$ cat src/rtl/decomp_issue_queue.sv
// Issue queue between the decompressor and the CPU fetch port: accepts one word
// or an atomic pair per cycle, issues one word per cycle, and tracks the head PC.
module decomp_issue_queue #(
  parameter int unsigned            WIDTH     = 32,
  parameter int unsigned            DEPTH     = 4,
  parameter logic [WIDTH-1:0]       PCADD     = 32'b100,
  parameter logic [WIDTH-1:0]       RESET_PC  = 32'h0,
  parameter logic [WIDTH-1:0]       NOP_INSTR = 32'h0
) (
  input  logic                      clk,
  input  logic                      reset,
  input  logic                      in_valid,
  input  logic                      in_pair,
  input  logic [WIDTH-1:0]          in_instr0,
  input  logic [WIDTH-1:0]          in_instr1,
  output logic                      in_ready,
  input  logic                      flush,
  input  logic [WIDTH-1:0]          flush_pc,
  input  logic                      out_ready,
  output logic                      out_valid,
  output logic [WIDTH-1:0]          out_instr,
  output logic [WIDTH-1:0]          out_pc,
  output logic [$clog2(DEPTH):0]    count
);

  localparam int unsigned AW = $clog2(DEPTH);
  localparam int unsigned CW = AW + 1;

  typedef enum logic {RUN, FLUSH} state_t;

  state_t           state;
  logic [AW-1:0]    rd_ptr;
  logic [AW-1:0]    wr_ptr;
  logic [CW-1:0]    cnt;
  logic [WIDTH-1:0] pc_reg;
  logic [WIDTH-1:0] mem [DEPTH];

  logic             room;
  logic             push;
  logic             pop;
  logic [CW-1:0]    push_n;
  logic [CW-1:0]    pop_n;

  // Two free slots are demanded even for a single word so a pair never splits.
  always_comb begin
    room      = (cnt <= CW'(DEPTH - 2));
    in_ready  = reset && (state == RUN) && room;
    out_valid = (state == RUN) && (cnt != '0);
    out_instr = out_valid ? mem[rd_ptr] : NOP_INSTR;
    out_pc    = pc_reg;
    push      = in_valid && in_ready && !flush;
    pop       = out_valid && out_ready && !flush;
    push_n    = '0;
    if (push) push_n = in_pair ? CW'(2) : CW'(1);
    pop_n     = pop ? CW'(1) : '0;
  end

  assign count = cnt;

  always_ff @(posedge clk or negedge reset) begin
    if (!reset) begin
      state  <= RUN;
      rd_ptr <= '0;
      wr_ptr <= '0;
      cnt    <= '0;
      pc_reg <= RESET_PC;
    end else if (flush) begin
      state  <= FLUSH;
      rd_ptr <= '0;
      wr_ptr <= '0;
      cnt    <= '0;
      pc_reg <= flush_pc;
    end else begin
      state <= RUN;
      if (push) wr_ptr <= wr_ptr + (in_pair ? AW'(2) : AW'(1));
      if (pop) begin
        rd_ptr <= rd_ptr + AW'(1);
        pc_reg <= pc_reg + PCADD;
      end
      cnt <= cnt + push_n - pop_n;
    end
  end

  always_ff @(posedge clk) begin
    if (push) begin
      mem[wr_ptr] <= in_instr0;
      if (in_pair) mem[wr_ptr + AW'(1)] <= in_instr1;
    end
  end

endmodule

$ cat config.mk
export PLATFORM = sky130hd
export DESIGN_NAME = decomp_issue_queue
export DESIGN_NICKNAME = d
export VERILOG_FILES = /design/src/rtl/decomp_issue_queue.sv
export SDC_FILE = /design/constraint.sdc
export NUM_CORES = 1
export LEC_CHECK = 0
export BUFFER_PORTS_ARGS = -buffer_cell sky130_fd_sc_hd__clkbuf_2
export CORE_MARGIN = 2
export CORE_UTILIZATION = 45
export DETAILED_ROUTE_END_ITERATION = 10
export HOLD_SLACK_MARGIN = 0.1
export PLACE_DENSITY = 0.75
export SLEW_MARGIN = 20
export SYNTH_ARGS = -nofsm -noshare
export SYNTH_HDL_FRONTEND = slang
export SYNTH_SLANG_ARGS = --single-unit
$ cat constraint.sdc
create_clock -name clk -period 8.8 [get_ports clk]
set_clock_uncertainty 0.15 [all_clocks]
set_input_delay 0.88 -clock clk [delete_from_list [all_inputs] [get_ports clk]]
set_output_delay 0.88 -clock clk [all_outputs]
set_load 0.01 [all_outputs]
* Yosys cells after proc, flatten, opt, wreduce, memory -nomap -nowiden
Memory sizes are Yosys's and may differ from the RTL's. Cells that the tools add are included.
Operators by class: add/subtract/negate cells 6, $lt $le $gt $ge 1, muxes and demuxes 18, bitwise gates (word level) 1, reductions and logical operators 11
Operator list (count):
- $mux W32 | 3
- $add A32 B3 Y32 const B | 1
- $mux W2 | 7
- $logic_and A1 B1 Y1 | 7
- $mux W1 | 7
- $add A2 B1 Y2 const B | 2
- $reduce_bool A2 Y1 | 2
- $add A3 B2 Y3 | 1
- $le A3 B2 Y1 const B | 1
- $mux W3 | 1
- $reduce_bool A3 Y1 | 1
- $sub A3 B1 Y3 | 1
- $add A2 B2 Y2 | 1
- $logic_not A1 Y1 | 1
- $not A1 Y1 | 1
Word-level totals: register bits after elaboration 40, RAM bits 128, bits of input ports 102, output and inout port bits 69, logic and storage cells 43, memories 1
Memories:
- mem | words 4, bits a word 32, rd ports 1, clocked after Yosys merged registers in 0, wr ports 2, line 36 | logic [WIDTH-1:0] mem [DEPTH];

* Logic depth before layout (Yosys ltp)
depth after elaboration 9, depth in mapped cells 11, depth with buffers taken out 10

* Worst setup path after synthesis
Ideal clock, no wire load.
path type input to register, start input flush, end memory mem[1][0], enable pin, library setup time 0.421 ns, arrival 2.814 ns, required time 8.229 ns, path slack 5.415 ns, cell stages on the path 5, buffers on the path 1, cells stage by stage inv_1 and4b_1 buf_4 o21ai_0 nor2_1
RTL lines:
- start: declaration | line 17 | input logic flush,
- end: declaration | line 36

==> results.toml <==
[sta]
slew_violations = 0
fin_crit_ns = 3.39
rsz0062_at_grt = "no"
fmax_mhz = 295
max_slew.worst_pin.slew_ns = 1.07
layout_worst_path_cycle_share_pct = 38.5
setup_tns_ns = 0
relSlewSlack_pct = 28.6
worst_hold_slack_ns = 0.361
finalSetupViolCount = 0
layout_setup_ws_ns = 5.41
hold_viol = 0

[global_route]
track_usage_pct = 19.6
first_global_vias = 5688
antenna_found_initial = 1
grt.busiest_layer = "met2"
met1_usage_pct = 25.8
grt_max_degree = 67
grt_pass1_wl_um = 30500
met3_usage_pct = 5.96
grtUsageMet2_pct = 31.8
overflow = 0

[critical_path]
timing.rr.start = "state"
cp.arrival_ns = 3.41
max_stage_delay_ns = 0.83
crit_slowest_cell = "nand3_2"
worstPathMaxFanout = 41
r2r_cells = 4
critPathRequiredTime_ns = 8.82
critPathCaptureType = "flop"
critPathLaunchType = "input pin"
endpoint = "mem[1][10]"
r2r-end = "mem[1][10]"
cp_cell_sequence = "clkbuf_2, buf_4, nand2b_1, and4b_1, nand3_2, mux2_2"
reg2reg_setup_slack_ns = 5.96
path_class = "in -> reg"
crit_start = "reset"

[floorplanning]
initial_core_util_pct = 45.5
fp.coreArea_um2 = 19300
num_io_pins = 171
dieHeight_um = 144
die_area_um2 = 20700
rows = 51
die_w_um = 144

[synth]
muxShareOfSynthArea_pct = 25.1
syn_inst = 600
synth_common_cells = "mux2_2 (131), edfxtp_1 (128), dfrtp_1 (40)"
syn-num-nets = 708
ys_ff_latch = 168
yosysTopAreaCellShare_pct = 43.7
synth-simple-area-share_pct = 10.6
yosysUniqueCellTypes = 47
synth_top_family_by_area = "multiplexers"
synth.area.top_cells = "edfxtp_1 (44%), mux2_2 (17%), dfrtp_1 (11%)"
synth.cell_area_um2 = 8800
yosysMostFrequentCell = "mux2_2"
synth_compound_area_share_pct = 2.52
synthAdderAreaFrac_pct = 0.938
yosysWarnings = 0
avgSynthCellArea_um2 = 14.7
yosysTopAreaCell = "edfxtp_1"
ys_async_sr_fraction_pct = 23.8
yosysSeqAreaShare_pct = 55.1
yosys.area_share.xor_xnor_pct = 2.99
synthFlopType = "edfxtp_1"
synth_edf_count = 128

[cts]
clk_pin_slew_worst_paths_ns = 0.06
clockBufferDepth = 2
root_buffer = "clkbuf_16"
cts_buffers = 17
cts_tree = "done"
clock_latency_ns = 0.43
post_cts_buffers = 0
cts_hold_buf = 0
clock_sinks = 168
ctsResizeCount = 0
clock_tree.htree_level_count = 4

[layout]
fin_area_um2 = 10500
antenna_cells = 0
utilization_pct = 54.2
nets = 873
drive_gt1_share_pct = 50.9
fillerInstances = 1618
syn2layout_area_growth_pct = 19.1

[drt]
drt_iter0_drc = 303
wl_per_cell_um = 18.6
vias = 5559
viasPerCell = 5.33
ant_nets = 0
drc_errors = 0
wirelength_um = 19400
first_pass_iters = 4

[place]
routabilityCongestion = 0.806
pre_cts_ws_ns = 4.93
dp_hpwl_um = 12500
numPortBuffers = 170
placed_cell_area_um2 = 9860

[power_and_ir_drop]
clkPwrFrac_pct = 38.8
switching_share_pct = 25.6
power_switching_uw = 495
pwr_density_cell_nw_per_um2 = 185
p_leak_uw = 0.00397
ir_drop_mv = 0.139
internal_power_uw = 1440
seqPwrFrac_pct = 47.1
p_comb_share_pct = 14.1

[run_status]
status = "finished clean"

[run]
drv_cap = 0

[hold_path]
hp-class = "in -> async"
cells in the final DEF, fill, tap and decap left out, types with 9 or more instances in the layout:
master,netlist,layout
clkbuf_2,0,170
mux2_2,131,131
edfxtp_1,128,128
nand2_1,39,39
dfrtp_1,40,38
and2_1,34,34
mux4_2,32,32
xnor2_1,24,24
o21ai_0,23,23
clkbuf_16,0,17
inv_1,12,12
nor2_1,13,11
and3_1,9,9
nand4_1,9,9
how the worst min path moves through the flow:
stage	start	endpoint	slack (ns)	depth (start not counted)
2_1_floorplan	out_pc[31]	out_pc[31]	0.39	1
3_3_place_gp	out_pc[1]	out_pc[1]	0.35	1
3_5_place_dp	out_pc[0]	out_pc[0]	0.35	1
4_1_cts	reset	out_pc[14]	0.37	2
5_1_grt	reset	out_pc[19]	0.40	2
6_report	reset	out_pc[19]	0.36	2
metrics by stage:
stage,instances,power (uW)
finish,1043,1930
global route,1043,2010
CTS,1042,1950
detailed placement,1010,1200
global placement,1010,1200
floorplan,600,1090
power by group through the flow:
stage	logic, uW	clock network, uW	registers [uW]
floorplan	161	0	927
global placement	271	0	926
detailed placement	275	0	926
CTS	277	766	910
global route	302	796	914
finish	273	751	910
cell type report:
| type | instances | area, um2 | share of cell area [%] |
|---|---|---|---|
| clock inverters | 14 | 160 | 1.53 |
| flip-flops and latches | 168 | 4850 | 46.3 |
| inverters | 12 | 45.0 | 0.430 |
| repair buffers | 179 | 938 | 8.96 |
| clock buffers | 18 | 429 | 4.10 |
| well taps | 265 | 332 | 3.16 |
| multi-input cells | 387 | 3720 | 35.6 |
logic make-up after synthesis:
logic type / Yosys count
AND/OR/NAND/NOR: 148
flip-flops: 168
multiplexers: 164
XOR/XNOR: 30
adder cells (fa/ha/maj): 6
AO/OA/AOI/OAI: 39
buffers and inverters: 45
worst max-delay path: cells and delay by family:
family / cells / cell delay (ns)
and+or+nand+nor: 3 / 1.39
muxes: 1 / 0.60
buffers and inverters: 2 / 0.51
registers in the layout, indices dropped and copies added, names as in the netlist:
name	flops
out_pc	32
mem	128
state	1
rd_ptr	2
wr_ptr	2
count	3
layer usage:
layer  up-vias  share of wire [%]
met5         -              0.067
met4         2               0.80
met3        13                7.6
met2       191                 49
met1      2733                 43
li1       2620                  -
Note: power is estimated with default switching activity, not from simulation.
